### config.mk
export PLATFORM = sky130hd
export DESIGN_NAME = jesd_refclk_monitor
export DESIGN_NICKNAME = d
export VERILOG_FILES = /design/src/rtl/jesd_mon_pkg.sv /design/src/rtl/jesd_refclk_chan.sv /design/src/rtl/jesd_refclk_monitor.sv
export SDC_FILE = /design/constraint.sdc
export NUM_CORES = 1
export LEC_CHECK = 0
export CORE_UTILIZATION = 35
export DETAILED_ROUTE_END_ITERATION = 7
export SLEW_MARGIN = 20
export SYNTH_ARGS = -nofsm -noshare
export SYNTH_HDL_FRONTEND = slang
export SYNTH_HIERARCHICAL = 1
export SYNTH_SLANG_ARGS = --single-unit
### constraint.sdc
create_clock -name clk -period 4.5 [get_ports clk]
set_clock_uncertainty 0.1 [all_clocks]
set_input_delay 0.9 -clock clk [delete_from_list [all_inputs] [get_ports clk]]
set_output_delay 0.9 -clock clk [all_outputs]
set_load 0.05 [all_outputs]
### src/rtl/jesd_mon_pkg.sv
// rtl/jesd_mon_pkg.sv - shared types and helpers for the JESD refclk monitor
package jesd_mon_pkg;

  typedef enum logic {UNLOCKED = 1'b0, LOCKED = 1'b1} lock_state_t;
  typedef enum logic {IDLE = 1'b0, ACTIVE = 1'b1} sel_state_t;

  // Channel index width; a single-channel build still needs one bit.
  function automatic int ch_idx_w(input int num_ch);
    return (num_ch > 1) ? $clog2(num_ch) : 1;
  endfunction

  // Inclusive unsigned range test applied to each closed window count.
  function automatic logic in_range(input logic [31:0] count,
                                    input logic [31:0] min_cnt,
                                    input logic [31:0] max_cnt);
    return (count >= min_cnt) && (count <= max_cnt);
  endfunction

endpackage

### src/rtl/jesd_refclk_chan.sv
// rtl/jesd_refclk_chan.sv - one refclk channel: synchroniser, edge counter, lock FSM
module jesd_refclk_chan
  import jesd_mon_pkg::*;
#(
  parameter int CNT_W        = 16,
  parameter int EXP_MIN      = 120,
  parameter int EXP_MAX      = 136,
  parameter int LOCK_WINDOWS = 4,
  parameter int SYNC_STAGES  = 2
) (
  input  logic             clk,
  input  logic             rst_n,
  input  logic             enable,
  input  logic             clk_div,
  input  logic             win_close,
  output logic [CNT_W-1:0] win_count,
  output logic             locked,
  output logic             locked_next,
  output logic             lost_evt
);

  localparam int STREAK_W = $clog2(LOCK_WINDOWS + 1);
  localparam logic [CNT_W-1:0]    CNT_MAX  = '1;
  localparam logic [STREAK_W-1:0] LOCK_TGT = STREAK_W'(LOCK_WINDOWS);

  logic [SYNC_STAGES-1:0] sync_q;
  logic                   prev_q;
  logic                   rise;
  logic [CNT_W-1:0]       cnt_q;
  logic [STREAK_W-1:0]    streak_q;
  logic [STREAK_W-1:0]    streak_d;
  lock_state_t            state_q;
  lock_state_t            state_d;
  logic                   win_in_range;

  // Bring the divided refclk into the clk domain and keep one delayed copy for edge detect.
  always_ff @(posedge clk or negedge rst_n) begin
    if (!rst_n) begin
      sync_q <= '0;
      prev_q <= 1'b0;
    end else begin
      sync_q <= {sync_q[SYNC_STAGES-2:0], clk_div};
      prev_q <= sync_q[SYNC_STAGES-1];
    end
  end

  assign rise = sync_q[SYNC_STAGES-1] & ~prev_q;

  // Window value includes an edge seen on the closing cycle; counter sticks at all-ones.
  assign win_count    = (rise && (cnt_q != CNT_MAX)) ? cnt_q + 1'b1 : cnt_q;
  assign win_in_range = in_range(32'(win_count), 32'(EXP_MIN), 32'(EXP_MAX));

  // Edge counter restarts on every window close so the next cycle's edge lands in the new window.
  always_ff @(posedge clk or negedge rst_n) begin
    if (!rst_n)                     cnt_q <= '0;
    else if (!enable || win_close)  cnt_q <= '0;
    else                            cnt_q <= win_count;
  end

  // Lock state and good-window streak register.
  always_ff @(posedge clk or negedge rst_n) begin
    if (!rst_n) begin
      state_q  <= UNLOCKED;
      streak_q <= '0;
    end else begin
      state_q  <= state_d;
      streak_q <= streak_d;
    end
  end

  // Lock qualification, evaluated only when a window closes.
  always_comb begin
    state_d  = state_q;
    streak_d = streak_q;
    lost_evt = 1'b0;
    if (!enable) begin
      state_d  = UNLOCKED;
      streak_d = '0;
    end else if (win_close) begin
      case (state_q)
        UNLOCKED: begin
          if (win_in_range) begin
            streak_d = streak_q + 1'b1;
            if (streak_d == LOCK_TGT) state_d = LOCKED;
          end else begin
            streak_d = '0;
          end
        end
        LOCKED: begin
          if (!win_in_range) begin
            state_d  = UNLOCKED;
            streak_d = '0;
            lost_evt = 1'b1;
          end
        end
        default: state_d = UNLOCKED;
      endcase
    end
  end

  assign locked      = (state_q == LOCKED);
  assign locked_next = (state_d == LOCKED);

endmodule

### src/rtl/jesd_refclk_monitor.sv
// rtl/jesd_refclk_monitor.sv - multi-channel refclk frequency monitor with failover select
module jesd_refclk_monitor
  import jesd_mon_pkg::*;
#(
  parameter int NUM_CH       = 2,
  parameter int CNT_W        = 16,
  parameter int GATE_CYCLES  = 1024,
  parameter int EXP_MIN      = 120,
  parameter int EXP_MAX      = 136,
  parameter int LOCK_WINDOWS = 4,
  parameter int SYNC_STAGES  = 2,
  localparam int CH_IDX_W    = ch_idx_w(NUM_CH)
) (
  input  logic                    clk,
  input  logic                    rst_n,
  input  logic                    enable,
  input  logic [NUM_CH-1:0]       clk_div_i,
  input  logic                    clr_lost,
  output logic [NUM_CH*CNT_W-1:0] freq_count_o,
  output logic                    freq_valid_o,
  output logic [NUM_CH-1:0]       ch_locked_o,
  output logic [NUM_CH-1:0]       ch_lost_o,
  output logic [CH_IDX_W-1:0]     active_ch_o,
  output logic                    sel_valid_o,
  output logic                    switch_o
);

  localparam int GATE_W = $clog2(GATE_CYCLES);
  localparam logic [GATE_W-1:0] GATE_LAST = GATE_W'(GATE_CYCLES - 1);

  logic [GATE_W-1:0]       gate_q;
  logic                    win_close;
  logic [NUM_CH*CNT_W-1:0] win_count;
  logic [NUM_CH-1:0]       locked_nx;
  logic [NUM_CH-1:0]       lost_evt;
  sel_state_t              sel_q;
  sel_state_t              sel_d;
  logic [CH_IDX_W-1:0]     act_d;
  logic [CH_IDX_W-1:0]     low_idx;
  logic                    sw_d;

  assign win_close = enable && (gate_q == GATE_LAST);

  // Gate counter: free-runs over the window while enabled, restarts at 0 on re-enable.
  always_ff @(posedge clk or negedge rst_n) begin
    if (!rst_n)                     gate_q <= '0;
    else if (!enable || win_close)  gate_q <= '0;
    else                            gate_q <= gate_q + 1'b1;
  end

  for (genvar k = 0; k < NUM_CH; k++) begin : g_ch
    jesd_refclk_chan #(
      .CNT_W        (CNT_W),
      .EXP_MIN      (EXP_MIN),
      .EXP_MAX      (EXP_MAX),
      .LOCK_WINDOWS (LOCK_WINDOWS),
      .SYNC_STAGES  (SYNC_STAGES)
    ) u_chan (
      .clk         (clk),
      .rst_n       (rst_n),
      .enable      (enable),
      .clk_div     (clk_div_i[k]),
      .win_close   (win_close),
      .win_count   (win_count[k*CNT_W +: CNT_W]),
      .locked      (ch_locked_o[k]),
      .locked_next (locked_nx[k]),
      .lost_evt    (lost_evt[k])
    );
  end

  // Latch closed-window counts with a one-cycle valid strobe.
  always_ff @(posedge clk or negedge rst_n) begin
    if (!rst_n) begin
      freq_count_o <= '0;
      freq_valid_o <= 1'b0;
    end else begin
      freq_valid_o <= win_close;
      if (win_close) freq_count_o <= win_count;
    end
  end

  // Sticky loss flags; a new loss beats a simultaneous clear.
  always_ff @(posedge clk or negedge rst_n) begin
    if (!rst_n) ch_lost_o <= '0;
    else        ch_lost_o <= (clr_lost ? '0 : ch_lost_o) | lost_evt;
  end

  // Lowest-index channel that will be locked after this edge.
  always_comb begin
    low_idx = '0;
    for (int k = NUM_CH - 1; k >= 0; k--) begin
      if (locked_nx[k]) low_idx = CH_IDX_W'(k);
    end
  end

  // Non-revertive selection: only leave the active channel when it drops lock.
  always_comb begin
    sel_d = sel_q;
    act_d = active_ch_o;
    sw_d  = 1'b0;
    if (!enable) begin
      sel_d = IDLE;
    end else begin
      case (sel_q)
        IDLE: begin
          if (|locked_nx) begin
            sel_d = ACTIVE;
            act_d = low_idx;
          end
        end
        ACTIVE: begin
          if (!locked_nx[active_ch_o]) begin
            if (|locked_nx) begin
              act_d = low_idx;
              sw_d  = 1'b1;
            end else begin
              sel_d = IDLE;
            end
          end
        end
        default: sel_d = IDLE;
      endcase
    end
  end

  // Selection state, active index and switch pulse registers.
  always_ff @(posedge clk or negedge rst_n) begin
    if (!rst_n) begin
      sel_q       <= IDLE;
      active_ch_o <= '0;
      switch_o    <= 1'b0;
    end else begin
      sel_q       <= sel_d;
      active_ch_o <= act_d;
      switch_o    <= sw_d;
    end
  end

  assign sel_valid_o = (sel_q == ACTIVE);

endmodule
# ---- After elaboration in Yosys (flattened, before gate mapping)
# Cells that the tools add are included.
dict set report op_classes {
  reduce_logical 11
  addsub 5
  eq_ne 9
  bitwise 8
  order_cmp 5
  n_mux 50
}
# operator count
set ops {}
lappend ops {{$mux W16} 4}
lappend ops {{$add A16 B1 Y16 const B} 2}
lappend ops {{$ge A16 B7 Y1 const B} 2}
lappend ops {{$le A16 B8 Y1 const B} 2}
lappend ops {{$ne A16 B16 Y1 const B} 2}
lappend ops {{$mux W1} 30}
lappend ops {{$mux W3} 8}
lappend ops {{$pmux W3 S2} 2}
lappend ops {{$add A10 B1 Y10 const B} 1}
lappend ops {{$eq A10 B10 Y1 const B} 1}
lappend ops {{$mux W10} 1}
lappend ops {{$pmux W1 S2} 4}
lappend ops {{$add A3 B1 Y3 const B} 2}
lappend ops {{$eq A3 B3 Y1 const B} 2}
lappend ops {{$ne A3 B3 Y1 const B} 2}
lappend ops {{$reduce_and A2 Y1} 3}
lappend ops {{$logic_and A1 B1 Y1} 5}
lappend ops {{$not A1 Y1} 5}
lappend ops {{$and A1 B1 Y1} 2}
lappend ops {{$lt A1 B2 Y1 const B} 1}
lappend ops {{$mux W2} 1}
lappend ops {{$ne A2 B1 Y1 const B} 1}
lappend ops {{$ne A2 B2 Y1 const B} 1}
lappend ops {{$or A2 B2 Y2} 1}
lappend ops {{other kinds (3)} 3}
dict set report word_totals {
  elab_cells 105
  out_inout_bits 40
  inputBits 6
  register_bits 94
}

# ---- Logic depth before layout (Yosys ltp)
dict set report logic_depth {
  depth_word 15
  mapped_depth 10
  mapped_depth_nobuf 10
}

# ---- Cells and area by module
# Netlist, hierarchy kept.
# module n_inst cells_per_inst seq_area_each_um2 area_per_inst_um2
set modules_own_cells {}
lappend modules_own_cells {jesd_refclk_monitor 1 136 1201.2 1924.3}
lappend modules_own_cells {{jesd_refclk_chan (g_ch[1].u_chan)} 1 157 575.6 1458.9}
lappend modules_own_cells {{jesd_refclk_chan (g_ch[0].u_chan)} 1 161 575.6 1453.9}

# ---- Worst setup path after synthesis
# OpenSTA, ideal clock, no wires.
dict set report synth_timing {
  path_kind {in2reg}
  start {input enable}
  end {register switch_o}
  cell_stages 7
  setup_time_ns 0.077
  path_slack_ns 1.120
  path_buffers 0
  required_ns 4.323
  t_arrival_ns 3.202
  path_cell_list {inv_1 -> nor4_1 -> a21oi_1 -> or4b_1 -> o21ai_1 -> or3b_2 -> a21oi_1}
}
dict set report synth_between {
  elab_chain_len 8
  elab_cells_between_ends 12
  cone_classes {mux: 10; reduce/logical: 2}
}
# element line_no
set synth_lines {}
lappend synth_lines {{from (decl)} jesd_refclk_monitor.sv:16} ;# input logic enable,
lappend synth_lines {{$logic_and A1 B1 Y1 *} jesd_refclk_monitor.sv:42} ;# assign win_close = enable && (gate_q == GATE_LAST);
lappend synth_lines {{named net win_close} jesd_refclk_monitor.sv:32} ;# logic win_close;
lappend synth_lines {{$mux W1 *} jesd_refclk_chan.sv:79} ;# end else if (win_close) begin
lappend synth_lines {{$mux W1 *} jesd_refclk_chan.sv:76} ;# if (!enable) begin
lappend synth_lines {{named net locked_nx[1]} jesd_refclk_monitor.sv:34} ;# logic [NUM_CH-1:0] locked_nx;
lappend synth_lines {{$reduce_or A2 Y1 or $mux W1 (tied branches)} {jesd_refclk_monitor.sv:113, jesd_refclk_monitor.sv:112}}
lappend synth_lines {{$mux W1, on equally long branches} {jesd_refclk_monitor.sv:113, jesd_refclk_monitor.sv:112}}
lappend synth_lines {{$mux W1 *} jesd_refclk_monitor.sv:112} ;# if (!locked_nx[active_ch_o]) begin
lappend synth_lines {{$mux W1 *} jesd_refclk_monitor.sv:104} ;# case (sel_q)
lappend synth_lines {{$mux W1 *} jesd_refclk_monitor.sv:101} ;# if (!enable) begin
lappend synth_lines {{named net sw_d} jesd_refclk_monitor.sv:40} ;# logic sw_d;
lappend synth_lines {{to (signal assigned)} jesd_refclk_monitor.sv:135} ;# switch_o <= sw_d;
lappend synth_lines {{to (decl)} jesd_refclk_monitor.sv:25} ;# output logic switch_o
# Mark *: on every way through the listed nets, which the timed path passes. The rest lies on a longest branch. The select of a mux whose other input is x is not followed.
# A chain may end at the register's enable or synchronous reset.

# ---- Worst setup path after layout
dict set report layout_timing {
  start {register g_ch[1].u_chan.cnt_q[0]}
  end {register switch_o}
}
dict set report layout_between {
  elab_chain_len 14
  elab_cells_between_ends 19
  cone_classes {add/sub: 1; order compare: 2; eq/ne: 1; mux: 12; reduce/logical: 3}
}
# element line_no
set layout_lines {}
lappend layout_lines {{from (decl)} jesd_refclk_chan.sv:29} ;# logic [CNT_W-1:0] cnt_q;
lappend layout_lines {{from (signal assigned)} jesd_refclk_chan.sv:57} ;# else cnt_q <= win_count;
lappend layout_lines {{parallel branches: the longest is 2 deep, another holds $add A16 B1 Y16} n/a}
lappend layout_lines {{$mux W16 *} jesd_refclk_chan.sv:50} ;# assign win_count = (rise && (cnt_q != CNT_MAX)) ? cnt_q + 1'b1 : cnt_q;
lappend layout_lines {{$ge A16 B7 Y1 or $le A16 B8 Y1 (tied branches)} jesd_mon_pkg.sv:16} ;# return (count >= min_cnt) && (count <= max_cnt);
lappend layout_lines {{$logic_and A1 B1 Y1 *} jesd_mon_pkg.sv:16}
lappend layout_lines {{$mux W1, on equally long branches} {jesd_refclk_chan.sv:90, jesd_refclk_chan.sv:82}}
lappend layout_lines {{$pmux W1 S2 *} jesd_refclk_chan.sv:80} ;# case (state_q)
lappend layout_lines {{$mux W1 *} jesd_refclk_chan.sv:79}
lappend layout_lines {{$mux W1 *} jesd_refclk_chan.sv:76}
lappend layout_lines {{named net locked_nx[1]} jesd_refclk_monitor.sv:34}
lappend layout_lines {{$reduce_or A2 Y1 or $mux W1 (tied branches)} {jesd_refclk_monitor.sv:113, jesd_refclk_monitor.sv:112}}
lappend layout_lines {{$mux W1, on equally long branches} {jesd_refclk_monitor.sv:113, jesd_refclk_monitor.sv:112}}
lappend layout_lines {{$mux W1 *} jesd_refclk_monitor.sv:112}
lappend layout_lines {{$mux W1 *} jesd_refclk_monitor.sv:104}
lappend layout_lines {{$mux W1 *} jesd_refclk_monitor.sv:101}
lappend layout_lines {{named net sw_d} jesd_refclk_monitor.sv:40}
# Mark *: on every way through the listed nets, which the timed path passes. The select of a mux whose other input is x is not followed.

==> summary.md <==
| Metric | Value |
|---|---|
| Outcome | `finished clean` |
| Post-cts hold buffer count | `0` |
| RSZ-0062 raised after global routing | `no` |
| CP arrival | `3.67 ns` |
| Dpl hpwl | `6770 um` |
| Part of the cycle the worst path needs | `77.9%` |
| Critical Path RT | `4.67 ns` |
| Largest net degree at the start of global routing | `71` |
| Max Freq | `0.285 GHz` |
| Avg Inst Size Synth | `10.7 sq um` |
| Max cap viols | `0` |
| PostCTS Resize Cnt | `0` |
| Sw Share | `21.8%` |
| Io pins | `46` |
| Post-synth top area cell | `dfrtp_1` |
| Max stage delay on crit path | `0.52 ns` |
| Final Hold Fails | `0` |
| # nets final | `515` |
| Multi-input gate area | `0.00233 sq mm` |
| Tmin final | `3.50 ns` |
| Wire per inst | `14.4 um` |
| Number of CTS-inserted buffers | `9` |
| Detailed-route wire length | `9850 um` |
| Post-synth top area share | `48.6%` |
| Commonest non-fill, non-tap cells in the layout | `94 x dfrtp_1, 44 x clkdlybuf4s50_1, 36 x nor2_1` |
| Crit-path slowest cell | `or4b_1` |
| Pwr/cell area | `299 mW/mm^2` |
| Horiz. Die Dim | `120 um` |
| Chip Height | `120 um` |
| Seq pwr share | `49.7%` |
| CTS Buffer Depth | `2` |
| Synth Cell Area | `0.00484 sq mm` |
| Remaining Overflow, GRT | `0` |
| # fillers | `1300` |
| Internal | `1.35 mW` |
| Port bufs | `45` |
| CTS tree | `yes` |
| Final-report max-slew violation count | `0` |
| Vias in the first global route | `3478` |
| H-tree Lvls | `3` |
| Pleak | `2.57 nW` |
| Initial antenna violation count | `0` |
| Ys async rst share | `100%` |
| Slew @ Worst Pin | `0.881 ns` |
| Drt via density | `5.14` |
| Antenna cells | `0` |
| Synth warnings | `6` |
| Startpoint Class | `flop` |
| Setup CP Type | `reg2reg` |
| Crit path max fanout | `6` |
| Commonest non-fill, non-tap cell in the layout | `dfrtp_1` |
| DRT Pass-1 Iters | `6` |
| Reg clk slew, reported paths | `0.06 ns` |
| Design Area, Final | `0.00578 sq mm` |
| Cell Rows | `42` |
| Clk pwr share | `46.9%` |
| Clk_lat worst skew | `0.35 ns` |
| DR vias | `3508` |
| Fraction of layout cells with a size suffix above 1 | `14.4%` |
| GR Util All Layers | `15.1%` |
| Hold Path Class | `reg2reg` |
| Comb pwr share | `3.4%` |
| GPL Wtd Cong | `0.881` |
| # setup viols final | `0` |
| Area occupied by registers | `0.00235 sq mm` |
| Area growth from synthesis to layout | `19.6%` |
| Unique masters post-synth | `63` |
| Yosys reg bits | `94` |
| Core area | `0.0133 sq mm` |
| Number of synthesized flops with an enable pin | `0` |
| Net Sw Power | `0.377 mW` |
| Crit end category | `flop` |
| Slew headroom | `41.3%` |
| CP Cell Sequence | `ha_1, nand4_1, nor4_2, nand2_1, nor3b_1, o21ai_2, or4b_1, o21ai_1, or3b_2, a21oi_1` |
| Residual DRC | `0` |
| Initial Util | `36.2%` |
| Setup_tns | `0 ns` |
| CTS Sinks | `94` |
| Placement Cell Area | `0.00547 sq mm` |
| Detail Route Antenna Nets | `0` |
| Root buffer cell | `clkbuf_16` |
| Die Area | `0.0143 sq mm` |
| Mapped Cells | `454` |
| Seq/Total Area, Yosys | `48.6%` |
| Worst VDD drop | `226 uV` |
| Largest cells by area after synthesis | `dfrtp_1 49%, mux2_2 7.4%, nor2b_1 3.4%` |
| Mapped Nets | `467` |
| Iteration-0 DRC Markers | `213` |
| First-pass GRT wire length | `17400 um` |
| Top_reg_cell synth | `dfrtp_1` |
| Post-CTS Setup Inserts | `0` |
sequential cells by signal, indices dropped and copies added (netlist names):
name,flops
freq_count_o,32
freq_valid_o,1
switch_o,1
active_ch_o,1
g_ch.u_chan/streak_q,6
g_ch.u_chan/sync_q,4
g_ch.u_chan/cnt_q,32
gate_q,10
sel_valid_o,1
ch_lost_o,2
g_ch.u_chan/prev_q,2
g_ch.u_chan/locked,2
area by class of cell:
type / instances / share of cell area, %
repair buffers: 51 / 8.52
flip-flops and latches: 94 / 40.7
clock inverters: 6 / 1.49
well taps: 176 / 3.81
multi-input cells: 325 / 40.2
clock buffers: 9 / 3.89
inverters: 21 / 1.36
per-stage QoR:
step	setup slack [ns]	hold slack, ns	utilization (%)	instances	total power, mW
finish	0.997	0.248	43.3	682	1.73
global route	0.680	0.253	43.3	682	1.80
CTS	1.03	0.250	43.3	682	1.76
detailed placement	0.915	0.235	41.0	667	0.937
global placement	0.992	0.234	41.0	667	0.935
floorplan	1.12	0.231	-	454	0.904
path summary, 6_finish.rpt:
check	start	endpoint	slack, ns	depth (start not counted)
max	g_ch[1].u_chan/cnt_q[0]	switch_o	1.0	10
min	g_ch[1].u_chan/sync_q[0]	g_ch[1].u_chan/sync_q[1]	0.25	0
max reg2reg	g_ch[1].u_chan/cnt_q[0]	switch_o	1.0	10
min reg2reg	g_ch[1].u_chan/sync_q[0]	g_ch[1].u_chan/sync_q[1]	0.25	0
max in group asynchronous	rst_n	g_ch[1].u_chan/cnt_q[12]	2.84	2
min in group asynchronous	rst_n	freq_count_o[10]	0.57	1
cell usage after synthesis, types with 6 or more instances:
| cell | count |
|---|---|
| nand3_1 | 17 |
| nor3_1 | 10 |
| nand2_1 | 31 |
| nor4_1 | 7 |
| nand4_1 | 11 |
| nand2b_1 | 7 |
| ha_1 | 7 |
| a21oi_1 | 13 |
| nor2_1 | 36 |
| nor2b_1 | 26 |
| xor2_1 | 12 |
| or4_1 | 7 |
| mux2_2 | 32 |
| xnor2_1 | 16 |
| dfrtp_1 | 94 |
| or3_1 | 6 |
| inv_1 | 21 |
| o21ai_0 | 9 |
metal layers:
layer | vias to the layer above | routed length [um] | track usage (%)
met5 | - | 0 | 0
met4 | 0 | 109 | 3.91
met3 | 6 | 403 | 4.71
met2 | 64 | 4500 | 23.3
met1 | 1716 | 4840 | 20.5
li1 | 1722 | - | -
cell families (layout without fill, tap and decap cells):
| family | Yosys count | after routing | synth area share (%) |
|---|---|---|---|
| AO/OA/AOI/OAI | 59 | 59 | 8.43 |
| multiplexers | 38 | 38 | 8.77 |
| buffers and inverters | 35 | 87 | 3.39 |
| adder cells (fa/ha/maj) | 7 | 7 | 1.81 |
| AND/OR/NAND/NOR | 193 | 193 | 23.9 |
| flip-flops | 94 | 94 | 48.6 |
| XOR/XNOR | 28 | 28 | 5.07 |
worst max-delay path, delay by kind of cell, from the launching register on:
| kind | cells | cell delay [ns] |
|---|---|---|
| flip-flops | 1 | 0.43 |
| AO/OA/AOI/OAI | 3 | 0.61 |
| AND/OR/NAND/NOR | 6 | 1.99 |
| adder cells (fa/ha/maj) | 1 | 0.29 |
power by group through the flow:
stage / combinational (mW) / sequential [mW] / clock (mW)
CTS: 0.0604 / 0.861 / 0.836
global placement: 0.0587 / 0.876 / 0
floorplan: 0.0283 / 0.875 / 0
finish: 0.0580 / 0.861 / 0.812
detailed placement: 0.0602 / 0.877 / 0
global route: 0.0675 / 0.862 / 0.870
(Power assumes the default switching activity.)
